**config.mk**
```make
export PLATFORM = sky130hd
export DESIGN_NAME = fetch_unit
export DESIGN_NICKNAME = d
export VERILOG_FILES = /design/src/rtl/fetch_unit.sv
export SDC_FILE = /design/constraint.sdc
export NUM_CORES = 1
export LEC_CHECK = 0
export ABC_AREA = 0
export BUFFER_PORTS_ARGS = -buffer_cell sky130_fd_sc_hd__buf_2
export CAP_MARGIN = 15
export CORE_MARGIN = 1.5
export CORE_UTILIZATION = 54
export DETAILED_ROUTE_END_ITERATION = 8
export GPL_TIMING_DRIVEN = 0
export PLACE_DENSITY = 0.77
export SETUP_SLACK_MARGIN = 0.5
export SYNTH_ARGS = -nofsm -noshare
export SYNTH_HDL_FRONTEND = slang
export SYNTH_SLANG_ARGS = --single-unit
```
**constraint.sdc**
```tcl
create_clock -name clk -period 10.2 [get_ports clk]
set_input_delay 2.04 -clock clk [delete_from_list [all_inputs] [get_ports clk]]
set_output_delay 2.04 -clock clk [all_outputs]
set_load 0.02 [all_outputs]
```
**src/rtl/fetch_unit.sv**
```systemverilog
// Instruction fetch stage: issues consecutive word pairs to a dual-port ROM,
// queues the returned words and hands them to decode one per cycle.
module fetch_unit #(
  parameter logic [31:0] RESET_PC = 32'h0000_0000,
  parameter int unsigned QDEPTH   = 4,
  parameter logic [31:0] NOP      = 32'h0000_0013
) (
  input  logic        clk,
  input  logic        reset,
  output logic [31:0] rom_addr_a,
  output logic [31:0] rom_addr_b,
  input  logic [31:0] rom_data_a,
  input  logic [31:0] rom_data_b,
  input  logic        redirect_valid,
  input  logic [31:0] redirect_pc,
  output logic        inst_valid,
  input  logic        inst_ready,
  output logic [31:0] inst_data,
  output logic [31:0] inst_pc
);

  localparam int unsigned PW = $clog2(QDEPTH);
  localparam int unsigned CW = PW + 1;
  localparam int unsigned AW = CW + 1;

  logic [31:0]   fetch_pc;
  logic [31:0]   req_pc;
  logic          req_pend;
  logic [PW-1:0] rptr;
  logic [PW-1:0] wptr;
  logic [CW-1:0] count;
  logic [31:0]   q_pc   [QDEPTH];
  logic [31:0]   q_word [QDEPTH];

  logic          issue;
  logic          push;
  logic          pop;
  logic [AW-1:0] used;
  logic          unused_bits;

  assign unused_bits = ^redirect_pc[1:0];

  // Credit check counts queued entries plus the pair still in flight; a pop
  // this cycle is deliberately not credited.
  assign used  = AW'(count) + (req_pend ? AW'(2) : AW'(0));
  assign issue = redirect_valid || (used <= AW'(QDEPTH - 2));
  assign push  = req_pend && !redirect_valid;
  assign pop   = inst_valid && inst_ready;

  assign rom_addr_a = redirect_valid ? {redirect_pc[31:2], 2'b00} : fetch_pc;
  assign rom_addr_b = rom_addr_a + 32'd4;

  assign inst_valid = (count != '0);
  assign inst_data  = inst_valid ? q_word[rptr] : NOP;
  assign inst_pc    = inst_valid ? q_pc[rptr]   : 32'd0;

  // Fetch pointer, in-flight tracking and queue bookkeeping; redirect flushes.
  always_ff @(posedge clk or negedge reset) begin
    if (!reset) begin
      fetch_pc <= RESET_PC;
      req_pc   <= RESET_PC;
      req_pend <= 1'b0;
      rptr     <= '0;
      wptr     <= '0;
      count    <= '0;
    end else begin
      req_pend <= issue;
      if (issue) begin
        req_pc   <= rom_addr_a;
        fetch_pc <= rom_addr_a + 32'd8;
      end
      if (redirect_valid) begin
        rptr  <= '0;
        wptr  <= '0;
        count <= '0;
      end else begin
        if (push) wptr <= wptr + PW'(2);
        if (pop)  rptr <= rptr + PW'(1);
        count <= count + (push ? CW'(2) : CW'(0)) - (pop ? CW'(1) : CW'(0));
      end
    end
  end

  // Queue storage needs no reset: entries are only visible while count != 0.
  always_ff @(posedge clk) begin
    if (push) begin
      q_pc[wptr]              <= req_pc;
      q_word[wptr]            <= rom_data_a;
      q_pc[wptr + PW'(1)]     <= req_pc + 32'd4;
      q_word[wptr + PW'(1)]   <= rom_data_b;
    end
  end

  assert property (@(posedge clk) disable iff (!reset) push |-> (count <= CW'(QDEPTH - 2)));

endmodule

```
# Yosys cells after proc, flatten, opt, wreduce, memory -nomap -nowiden

Memories as Yosys holds them, arrays and structs flattened.
Cells that the tools add are included.

Memories: 2
Logic and storage cells: 38
Bits in writable memories: 256
Output and inout bits: 129
Bits of input ports: 100
Flip-flop bits (word level): 72

Memories:

| name   | depth | width | read ports | clocked after Yosys merged registers in | write ports | RTL line | source |
|---|---|---|---|---|---|---|---|
| q_pc   | 4     | 32    | 1          | 0                                       | 2           | 32       | `logic [31:0] q_pc [QDEPTH];` |
| q_word | 4     | 32    | 1          | 0                                       | 2           | 33       | `logic [31:0] q_word [QDEPTH];` |

Reductions and logical operators: 7
Muxes and demuxes: 13
$lt $le $gt $ge: 1
Add/subtract/negate cells: 9

Operators with widths:

| kind                                                                   | number |
|---|---|
| 32-bit 2-to-1 mux                                                      | 3 |
| 32-bit by 3-bit adder with 32-bit output (second input constant)       | 2 |
| 32-bit by 4-bit adder with 32-bit output (second input constant)       | 1 |
| 2-bit 2-to-1 mux                                                       | 6 |
| 2-bit by 1-bit adder with 2-bit output (second input constant)         | 2 |
| 3-bit by 2-bit adder with 4-bit output                                 | 1 |
| 4-bit by 2-bit <= comparator with 1-bit output (second input constant) | 1 |
| 2-bit nonzero test                                                     | 2 |
| 3-bit by 2-bit adder with 3-bit output                                 | 1 |
| 1-bit 2-to-1 mux                                                       | 3 |
| 3-bit 2-to-1 mux                                                       | 1 |
| 3-bit nonzero test                                                     | 1 |
| 3-bit by 1-bit subtractor with 3-bit output                            | 1 |
| 2-bit adder (second input constant)                                    | 1 |
| 1-bit logical AND                                                      | 2 |
| 1-bit logical NOT                                                      | 1 |
| 1-bit logical OR                                                       | 1 |

# Longest topological paths before layout

Gate-level depths: netlist of run 1.

Depth in word-level cells: 6
Gate-level depth with buffers: 14

# Worst setup path after synthesis of run 1

No wires, ideal clock.

Path type: input-to-output
Start point: in redirect_valid
End point: out rom_addr_b[27]
Arrival: 4.698 ns
Slack: 3.462 ns
Stages: 14
Cells stage by stage: buf_6 -> buf_2 -> buf_2 -> buf_2 -> buf_2 -> mux2i_1 -> inv_1 -> ha_1 -> inv_1 -> a211oi_1 -> buf_2 -> nand3_1 -> nor3_1 -> xnor2_1

Longest elaborated chain between the ends: 2

Ends and longest elaborated chain:

| item                                     | RTL line | source |
|---|---|---|
| start, declared                          | 14       | `input logic redirect_valid,` |
| 32-bit 2-to-1 mux                        | 50       | `assign rom_addr_a = redirect_valid ? {redirect_pc[31:2], 2'b00} : fetch_pc;` |
| named net rom_addr_a[4]                  | 10       | `output logic [31:0] rom_addr_a,` |
| 32-bit by 3-bit adder with 32-bit output | 51       | `assign rom_addr_b = rom_addr_a + 32'd4;` |
| end, declared                            | 11       | `output logic [31:0] rom_addr_b,` |

The timed path passes the listed nets, and every way through them passes these cells.

# Final worst setup path of run 1

Start point: in redirect_valid
End point: out rom_addr_b[27]

Longest elaborated chain between the ends: 2

Ends and longest elaborated chain:

| item                                     | RTL line |
|---|---|
| 32-bit 2-to-1 mux                        | 50 |
| 32-bit by 3-bit adder with 32-bit output | 51 |

Every way passes these cells.

==> Implementation_results.wiki, run 1 <==
{| class="wikitable"
! Metric !! Value
|-
| Fill count || roughly 2300
|-
| Number of detailed-routing iterations run before antenna repair || 5
|-
| H-tree levels || 2
|-
| Final Max Slew Viols || 0
|-
| DRC violations left || 0
|-
| Maximum single-stage delay on the critical path || 550 ps
|-
| Final worst clock skew || 10.8 ps
|-
| Post-Syn Area per Cell || between 10 and 15 um^2
|-
| Number of placed I/O pins || roughly 230
|-
| Layout Nets || 1731
|-
| Fmax || 0.128 GHz
|-
| Main area contributors after synthesis || sky130_fd_sc_hd__edfxtp_1 47%, sky130_fd_sc_hd__dfrtp_1 10%, sky130_fd_sc_hd__mux4_2 8.9%, sky130_fd_sc_hd__clkbuf_1 4.1%, sky130_fd_sc_hd__xnor2_1 3.9%
|-
| Netlist area before placement || roughly 16000 um^2
|-
| Synth Area in Simple Gates || 0.136
|-
| Combinational family with the most area after synthesis || simple AND/OR/NAND/NOR gates
|-
| Number of buffers on the longest clock path || 3
|-
| Max-capacitance violation count || 0
|-
| Number of different library cells in the post-synthesis netlist || 42
|-
| Starting Density || 0.549
|-
| DRT iter0 DRCs || roughly 900
|-
| Core area || 29600 um^2
|-
| Complex-gate fraction of the synthesized area || 0.0285
|-
| Clock transition at the register clock pins on the worst setup and hold paths after CTS || approximately 70 ps
|-
| Hpwl dp || about 28000 um
|-
| Total negative slack || 0 ps
|-
| Count of state elements after synthesis || about 320
|-
| Site Rows || 63
|-
| Wire length of the first global-routing pass || between 60000 and 70000 um
|-
| Pwr Density || between 200 and 300 nW/um^2
|-
| Final worst path period need || slightly below 8000 ps
|-
| Number of warnings reported in the yosys synthesis log || 0
|-
| Clock tree root driver cell || sky130_fd_sc_hd__clkbuf_16
|-
| Placed Area || around 18000 um^2
|-
| Fraction of power consumed by the clock network || 0.226
|-
| Cell-internal power || approximately 3.5 mW
|-
| Wire per inst || 19.7 um
|-
| Kind of end point of the critical path || output port
|-
| Endpoint arrival time on the critical path || between 5000 and 6000 ps
|-
| Layout cells sized above 1 || 0.248
|-
| CP Data Required Time || 8160 ps
|-
| Standby leakage power || between 7 and 8 nW
|-
| Total Routed Length || between 40000 and 50000 um
|-
| Cell types with the highest counts after synthesis || 256 x sky130_fd_sc_hd__edfxtp_1, 177 x sky130_fd_sc_hd__clkbuf_1, 163 x sky130_fd_sc_hd__nand2_1, 88 x sky130_fd_sc_hd__nor2_1, 72 x sky130_fd_sc_hd__xnor2_1
|-
| Total of buffers placed on input and output ports || ~230
|-
| Post-layout instance area || about 19000 um^2
|-
| Share of synthesized cell area in full adder, half adder and majority cells || 0.00538
|-
| Largest net degree at the start of global routing || 55
|-
| Clk sinks || ~320
|-
| Setup Buffers After CTS || 0
|-
| Fraction of synthesized area in multiplexers || 0.132
|-
| Slowest cell on the critical path || sky130_fd_sc_hd__a211oi_1
|-
| Setup repair after global routing missed its margin || no
|-
| Most frequently used flop master after synthesis || sky130_fd_sc_hd__edfxtp_1
|-
| Switching component of the power || between 2 and 2.5 mW
|-
| Resize count post-CTS || 0
|-
| Critical-path cell list || buf_6 > buf_2 > buf_2 > buf_2 > buf_2 > mux2i_1 > inv_1 > ha_1 > inv_1 > a211oi_1 > buf_2 > nand3_1 > nor3_1 > xnor2_1 > buf_2
|-
| Slew Limit Headroom || 0.261
|-
| Die width || around 180 um
|-
| Most area-hungry cell type in the Yosys netlist || sky130_fd_sc_hd__edfxtp_1
|-
| Highest fanout seen on the critical path || 10
|-
| Worst min path class || flop to flop
|-
| Synthesis-to-finish area growth || 17.8%
|-
| Number of antenna violations at the first check in global routing || 4
|-
| Number of buffers added to fix hold violations after cts || 0
|-
| Tot GR Track Use || 0.262
|-
| Synthesized netlist cell count || ~1400
|-
| Total number of vias || around 11000
|-
| Critical path type || input pin to output port
|-
| Die area || just over 30000 um^2
|-
| Post-synthesis sequential area ratio || 0.577
|-
| Setup-failing EPs final || 0
|-
| Slew at the pin closest to its max-slew limit || ~1100 ps
|-
| Syn Nets || ~1500
|-
| Grt total ovfl || 0
|-
| Endpoints failing hold || 0
|-
| Number of clock buffers inserted by TritonCTS || 34
|-
| Status || completed
|-
| Top-area cell type share of the netlist area || 0.472
|-
| Number of synthesized flops with an enable pin || around 260
|-
| XOR/XNOR share of the synthesized area || 0.0619
|-
| Async set-or-reset flop fraction in the synthesized netlist || 0.210
|-
| Avg Vias per Cell || 5.57
|-
| Share of total power in sequential cells || 0.375
|-
| Weighted congestion reported at the end of routability-driven placement || approximately 0.93
|-
| Fraction of power spent switching nets || 0.368
|-
| DIE HEIGHT || roughly 180 um
|-
| Count of nets left with antenna violations after detail routing || 0
|-
| Combinational group share of total power || 0.400
|-
| Share of the clock period used by the worst path after layout || 0.767
|-
| Dominant cell by count in the synthesized netlist || sky130_fd_sc_hd__edfxtp_1
|-
| Critical path startpoint category || input pin
|-
| Clock latency on the worst-skew pair || slightly above 500 ps
|-
| Number of global-route vias before repair || roughly 11000
|-
| Dominant cell type by count on the critical path || sky130_fd_sc_hd__buf_2
|-
| Hold Slack || approximately 520 ps
|-
| Peak supply drop || roughly 130 uV
|-
| Clock tree from TritonCTS || built
|}
registers in the layout, indices dropped and copies added, names as in the netlist:
| name | cells |
|---|---|
| q_pc | 128 |
| q_word | 128 |
| fetch_pc | 32 |
| req_pc | 29 |
| count | 3 |
| rptr | 2 |
| req_pend | 1 |
| wptr | 1 |
path summary, 6_finish.rpt:
check | startpoint | to | slack, ps | depth (start not counted)
worst max-delay path | redirect_valid | rom_addr_b[27] | 2380 | 15
worst min-delay path | fetch_pc[22] | fetch_pc[22] | 520 | 2
worst max register to register | req_pend | req_pc[25] | 6700 | 7
worst min register to register | fetch_pc[22] | fetch_pc[22] | 520 | 2
max in group asynchronous | reset | req_pc[31] | 8220 | 2
min in group asynchronous | reset | fetch_pc[27] | 1420 | 1
power by group through the flow:
stage | clock network [mW] | logic (mW) | registers, mW
floorplan | 0 | 1.55 | 2.07
global placement | 0 | 2.16 | 2.12
detailed placement | 0 | 2.23 | 2.11
CTS | 1.27 | 2.25 | 2.09
global route | 1.32 | 2.43 | 2.13
finish | 1.26 | 2.23 | 2.09
per-layer routing:
layer,vias to the layer above,global-route usage,part of all wire
met5,-,0,0.00067
met4,4,0.0946,0.036
met3,107,0.0483,0.093
met2,613,0.440,0.48
met1,5409,0.341,0.39
li1,5238,-,-
area by class of cell:
type | instances | area [um^2] | share of cell area
Antenna cell | 3 | 7.51 | 0.000392
Buffer | 204 | 808 | 0.0422
Clock buffer | 44 | 940 | 0.0490
Clock inverter | 16 | 190 | 0.00992
Inverter | 43 | 169 | 0.00881
Multi-Input combinational cell | 787 | 5920 | 0.309
Sequential cell | 324 | 9390 | 0.490
Tap cell | 390 | 488 | 0.0255
Timing Repair Buffer | 230 | 1260 | 0.0657
cells by family (layout without fill, tap and decap cells):
| family | count (synthesis) | after routing |
|---|---|---|
| AND/OR/NAND/NOR | 458 | 458 |
| XOR/XNOR | 115 | 115 |
| AO/OA/AOI/OAI | 76 | 76 |
| flip-flops | 324 | 324 |
| adder cells (fa/ha/maj) | 7 | 7 |
| other | 0 | 3 |
| multiplexers | 131 | 131 |
| buffers and inverters | 247 | 537 |
layout by cell type (no fill, tap or decap), types with 5 or more instances in the layout:
cell type,n
sky130_fd_sc_hd__nand4_1,20
sky130_fd_sc_hd__mux2i_1,32
sky130_fd_sc_hd__o21a_1,6
sky130_fd_sc_hd__ha_1,7
sky130_fd_sc_hd__edfxtp_1,256
sky130_fd_sc_hd__nor4_1,11
sky130_fd_sc_hd__clkinv_2,6
sky130_fd_sc_hd__mux4_2,64
sky130_fd_sc_hd__o31ai_1,5
sky130_fd_sc_hd__inv_1,39
sky130_fd_sc_hd__nand3b_1,22
sky130_fd_sc_hd__xnor2_1,72
sky130_fd_sc_hd__xor2_1,43
sky130_fd_sc_hd__dfrtp_1,68
sky130_fd_sc_hd__nor2_1,88
sky130_fd_sc_hd__buf_1,10
sky130_fd_sc_hd__nor2b_1,5
sky130_fd_sc_hd__a222oi_1,6
sky130_fd_sc_hd__a21oi_1,44
sky130_fd_sc_hd__and3_1,5
sky130_fd_sc_hd__mux2_2,35
sky130_fd_sc_hd__clkbuf_16,35
sky130_fd_sc_hd__buf_2,237
sky130_fd_sc_hd__nand2_1,163
sky130_fd_sc_hd__and2_1,63
sky130_fd_sc_hd__nand3_1,48
sky130_fd_sc_hd__nor3_1,20
sky130_fd_sc_hd__clkbuf_1,182
critical path, delay by kind of cell:
kind | cells | cell delay (ps)
buffers and inverters | 9 | 2140
AO/OA/AOI/OAI | 1 | 550
AND/OR/NAND/NOR | 2 | 530
multiplexers | 1 | 230
XOR/XNOR | 1 | 150
adder cells (fa/ha/maj) | 1 | 140
metrics by stage:
stage	total power [mW]	instances	worst slack, ps	utilization
CTS	5.61	2038	2480	0.647
floorplan	3.61	1358	3460	-
finish	5.58	2041	2380	0.647
global placement	4.27	1973	2480	0.604
detailed placement	4.34	1978	2520	0.608
global route	5.88	2038	2290	0.647
Power figures use the tool's default switching activity.
==> run 2: changes to the inputs <==
Settings changed: CORE_UTILIZATION 54 to 52.
Clock period 10.2 ns to 6.83 ns, I/O delays scaled along.
==> Implementation_results.wiki, run 2 (same netlist as run 1, synthesis figures left out) <==
{| class="wikitable"
! Metric !! Value
|-
| Status || completed
|-
| Die width || 180 um (+1.9%)
|-
| Kind of end point of the critical path || output port
|-
| Slew at the pin closest to its max-slew limit || 1060 ps (-21.0 ps)
|-
| Die area || 32400 um^2 (+3.8%)
|-
| DIE HEIGHT || 180 um (+1.9%)
|-
| Number of antenna violations at the first check in global routing || 0 (-4)
|-
| Total of buffers placed on input and output ports || 225 (unchanged)
|-
| Worst min path class || flop to flop
|-
| Clock tree root driver cell || sky130_fd_sc_hd__clkbuf_16
|-
| Starting Density || 0.531 (-0.0185)
|-
| Tot GR Track Use || 0.250 (-0.0117)
|-
| Standby leakage power || 7.29 nW (about the same)
|-
| Highest fanout seen on the critical path || 10 (unchanged)
|-
| DRC violations left || 0 (unchanged)
|-
| Critical-path cell list || buf_6 > buf_2 > buf_2 > buf_2 > clkbuf_4 > mux2i_1 > inv_1 > ha_1 > inv_1 > a211oi_2 > buf_2 > nand3_1 > nor3_1 > xnor2_1 > buf_2
|-
| Number of placed I/O pins || 229 (unchanged)
|-
| Layout Nets || 1732 (+0.058%)
|-
| Count of nets left with antenna violations after detail routing || 0 (unchanged)
|-
| CP Data Required Time || 5460 ps (-2700 ps)
|-
| DRT iter0 DRCs || 1020 (+13%)
|-
| Share of the clock period used by the worst path after layout || 0.907
|-
| Total number of vias || 11480 (+0.96%)
|-
| Clock tree from TritonCTS || built
|-
| Final Power || 8.35 mW (+50%)
|-
| Critical path's top delay family || buffers and inverters
|-
| Core area || 30700 um^2 (+3.5%)
|-
| Final Max Slew Viols || 0 (unchanged)
|-
| Wire length of the first global-routing pass || 63100 um (+1.7%)
|-
| Most frequent standard cell in the layout excluding fill and tap cells || sky130_fd_sc_hd__edfxtp_1
|-
| Site Rows || 64 (+1.6%)
|-
| Number of standard cells in the final layout excluding fillers || 2047 (+0.29%)
|-
| Setup-failing EPs final || 0 (unchanged)
|-
| Hold Slack || 521 ps (+3.80 ps)
|-
| Number of detailed-routing iterations run before antenna repair || 7 (+2)
|-
| Commonest cells after routing, fill and taps aside || 256 x sky130_fd_sc_hd__edfxtp_1, 236 x sky130_fd_sc_hd__buf_2, 187 x sky130_fd_sc_hd__clkbuf_1, 163 x sky130_fd_sc_hd__nand2_1, 88 x sky130_fd_sc_hd__nor2_1
|-
| Avg Vias per Cell || 5.61 (+0.66%)
|-
| Synthesis-to-finish area growth || 17.9%
|-
| Final worst path period need || between 6000 and 7000 ps
|-
| Critical path type || input pin to output port
|-
| Largest net degree at the start of global routing || 68 (+24%)
|-
| Clk sinks || 324 (unchanged)
|-
| Fmax || approximately 0.16 GHz
|-
| Endpoint arrival time on the critical path || 4830 ps (-950 ps)
|-
| Setup repair after global routing missed its margin || no
|-
| Slowest cell on the critical path || sky130_fd_sc_hd__buf_2
|-
| Maximum single-stage delay on the critical path || 360 ps (-190 ps)
|-
| Dominant cell type by count on the critical path || sky130_fd_sc_hd__buf_2
|-
| Endpoints failing hold || 0 (unchanged)
|-
| Fill count || 2389 (+6.0%)
|-
| Max-capacitance violation count || 0 (unchanged)
|-
| Total Routed Length || 40400 um (+0.32%)
|-
| Clock latency on the worst-skew pair || 520 ps (about the same)
|-
| Peak supply drop || 233 uV (+84%)
|-
| Leading registers by flop count || q_pc x128, q_word x128, fetch_pc x32
|-
| Wire per inst || 19.7 um (about the same)
|-
| Number of placed instances, taps included || 1984 (+0.30%)
|-
| Total negative slack || 0 ps (unchanged)
|-
| H-tree levels || 2 (unchanged)
|-
| Number of global-route vias before repair || 11431 (+0.035%)
|-
| Pwr Density || 435 nW/um^2 (+49%)
|-
| Layout cells sized above 1 || 0.244 (-0.00333)
|-
| Number of buffers on the longest clock path || 3 (unchanged)
|-
| Grt total ovfl || 0 (unchanged)
|-
| Critical path startpoint category || input pin
|-
| Sum of buffers and inverters on the critical path || 9 (unchanged)
|-
| Slew Limit Headroom || 0.275 (+0.0144)
|-
| Number of clock buffers inserted by TritonCTS || 35 (+2.9%)
|-
| Weighted congestion reported at the end of routability-driven placement || 0.965 (+4.2%)
|-
| Share of the core filled with cells in the final layout || 0.626 (-0.0211)
|-
| Final worst clock skew || 20.4 ps (+9.65 ps)
|-
| Clock transition at the register clock pins on the worst setup and hold paths after CTS || 60 ps (about the same)
|-
| Hpwl dp || 27800 um (about the same)
|}
==> run 2: changes by cell type in the layout (fill, tap and decap cells not counted), sizes merged <==
cell	delta
diode	-2
clkinvlp	-2
buf	-1
inv	-1
clkbuf	+6
==> run 2: final cells by class <==
cell class	count	area, um^2	share of cell area
Antenna cell	1	2.50	0.000130
Sequential cell	324	9390	0.489
Clock inverter	13	178	0.00926
Buffer	204	811	0.0422
Timing Repair Buffer	230	1250	0.0652
Tap cell	396	495	0.0258
Clock buffer	49	970	0.0505
Multi-Input combinational cell	787	5930	0.309
Inverter	43	169	0.00880
==> run 2: final timing paths <==
| kind | start | cells past startpoint | slack, ps | end |
|---|---|---|---|---|
| hold / removal | fetch_pc[3] | 2 | 520 | fetch_pc[3] |
| min in group asynchronous | reset | 1 | 640 | fetch_pc[7] |
| hold reg to reg | fetch_pc[3] | 2 | 520 | fetch_pc[3] |
| setup reg to reg | req_pend | 7 | 3290 | fetch_pc[20] |
| setup / recovery | redirect_valid | 15 | 630 | rom_addr_b[27] |
| max in group asynchronous | reset | 2 | 5650 | req_pc[25] |
==> run 2: metal layers <==
layer  wire [um]  GRT usage
met2       19700      0.421
met5           0          0
met3        3430     0.0340
met1       16300      0.339
met4         927     0.0763
==> run 2: where the power goes <==
part	internal [mW]	switching [mW]	total, mW	leakage (nW)
logic	1.27	2.06	3.33	3.57
registers	2.87	0.248	3.12	3.16
clock network	1.15	0.753	1.90	0.555
==> run 2: metrics by stage <==
stage / setup WS (ps) / area [um^2]
after floorplan: 1440 / 16300
after global placement: 219 / 17900
after detailed placement: 565 / 18000
after CTS: 525 / 19200
after global routing: 513 / 19200
final: 634 / 19200
==> run 2: timing repair <==
item                                    CTS  global route
hold buffers                              0             0
endpoints found under the setup margin    0             4
resized for setup                         0             2
buffers inserted                          0             0
==> run 2: worst reg2reg max path, stage by stage (launching register included) <==
cell	delay, ps
sky130_fd_sc_hd__dfrtp_1	440
sky130_fd_sc_hd__ha_1	330
sky130_fd_sc_hd__a211oi_1	820
sky130_fd_sc_hd__nor2_1	430
sky130_fd_sc_hd__inv_2	290
sky130_fd_sc_hd__clkbuf_1	460
sky130_fd_sc_hd__buf_1	480
sky130_fd_sc_hd__a21oi_1	140
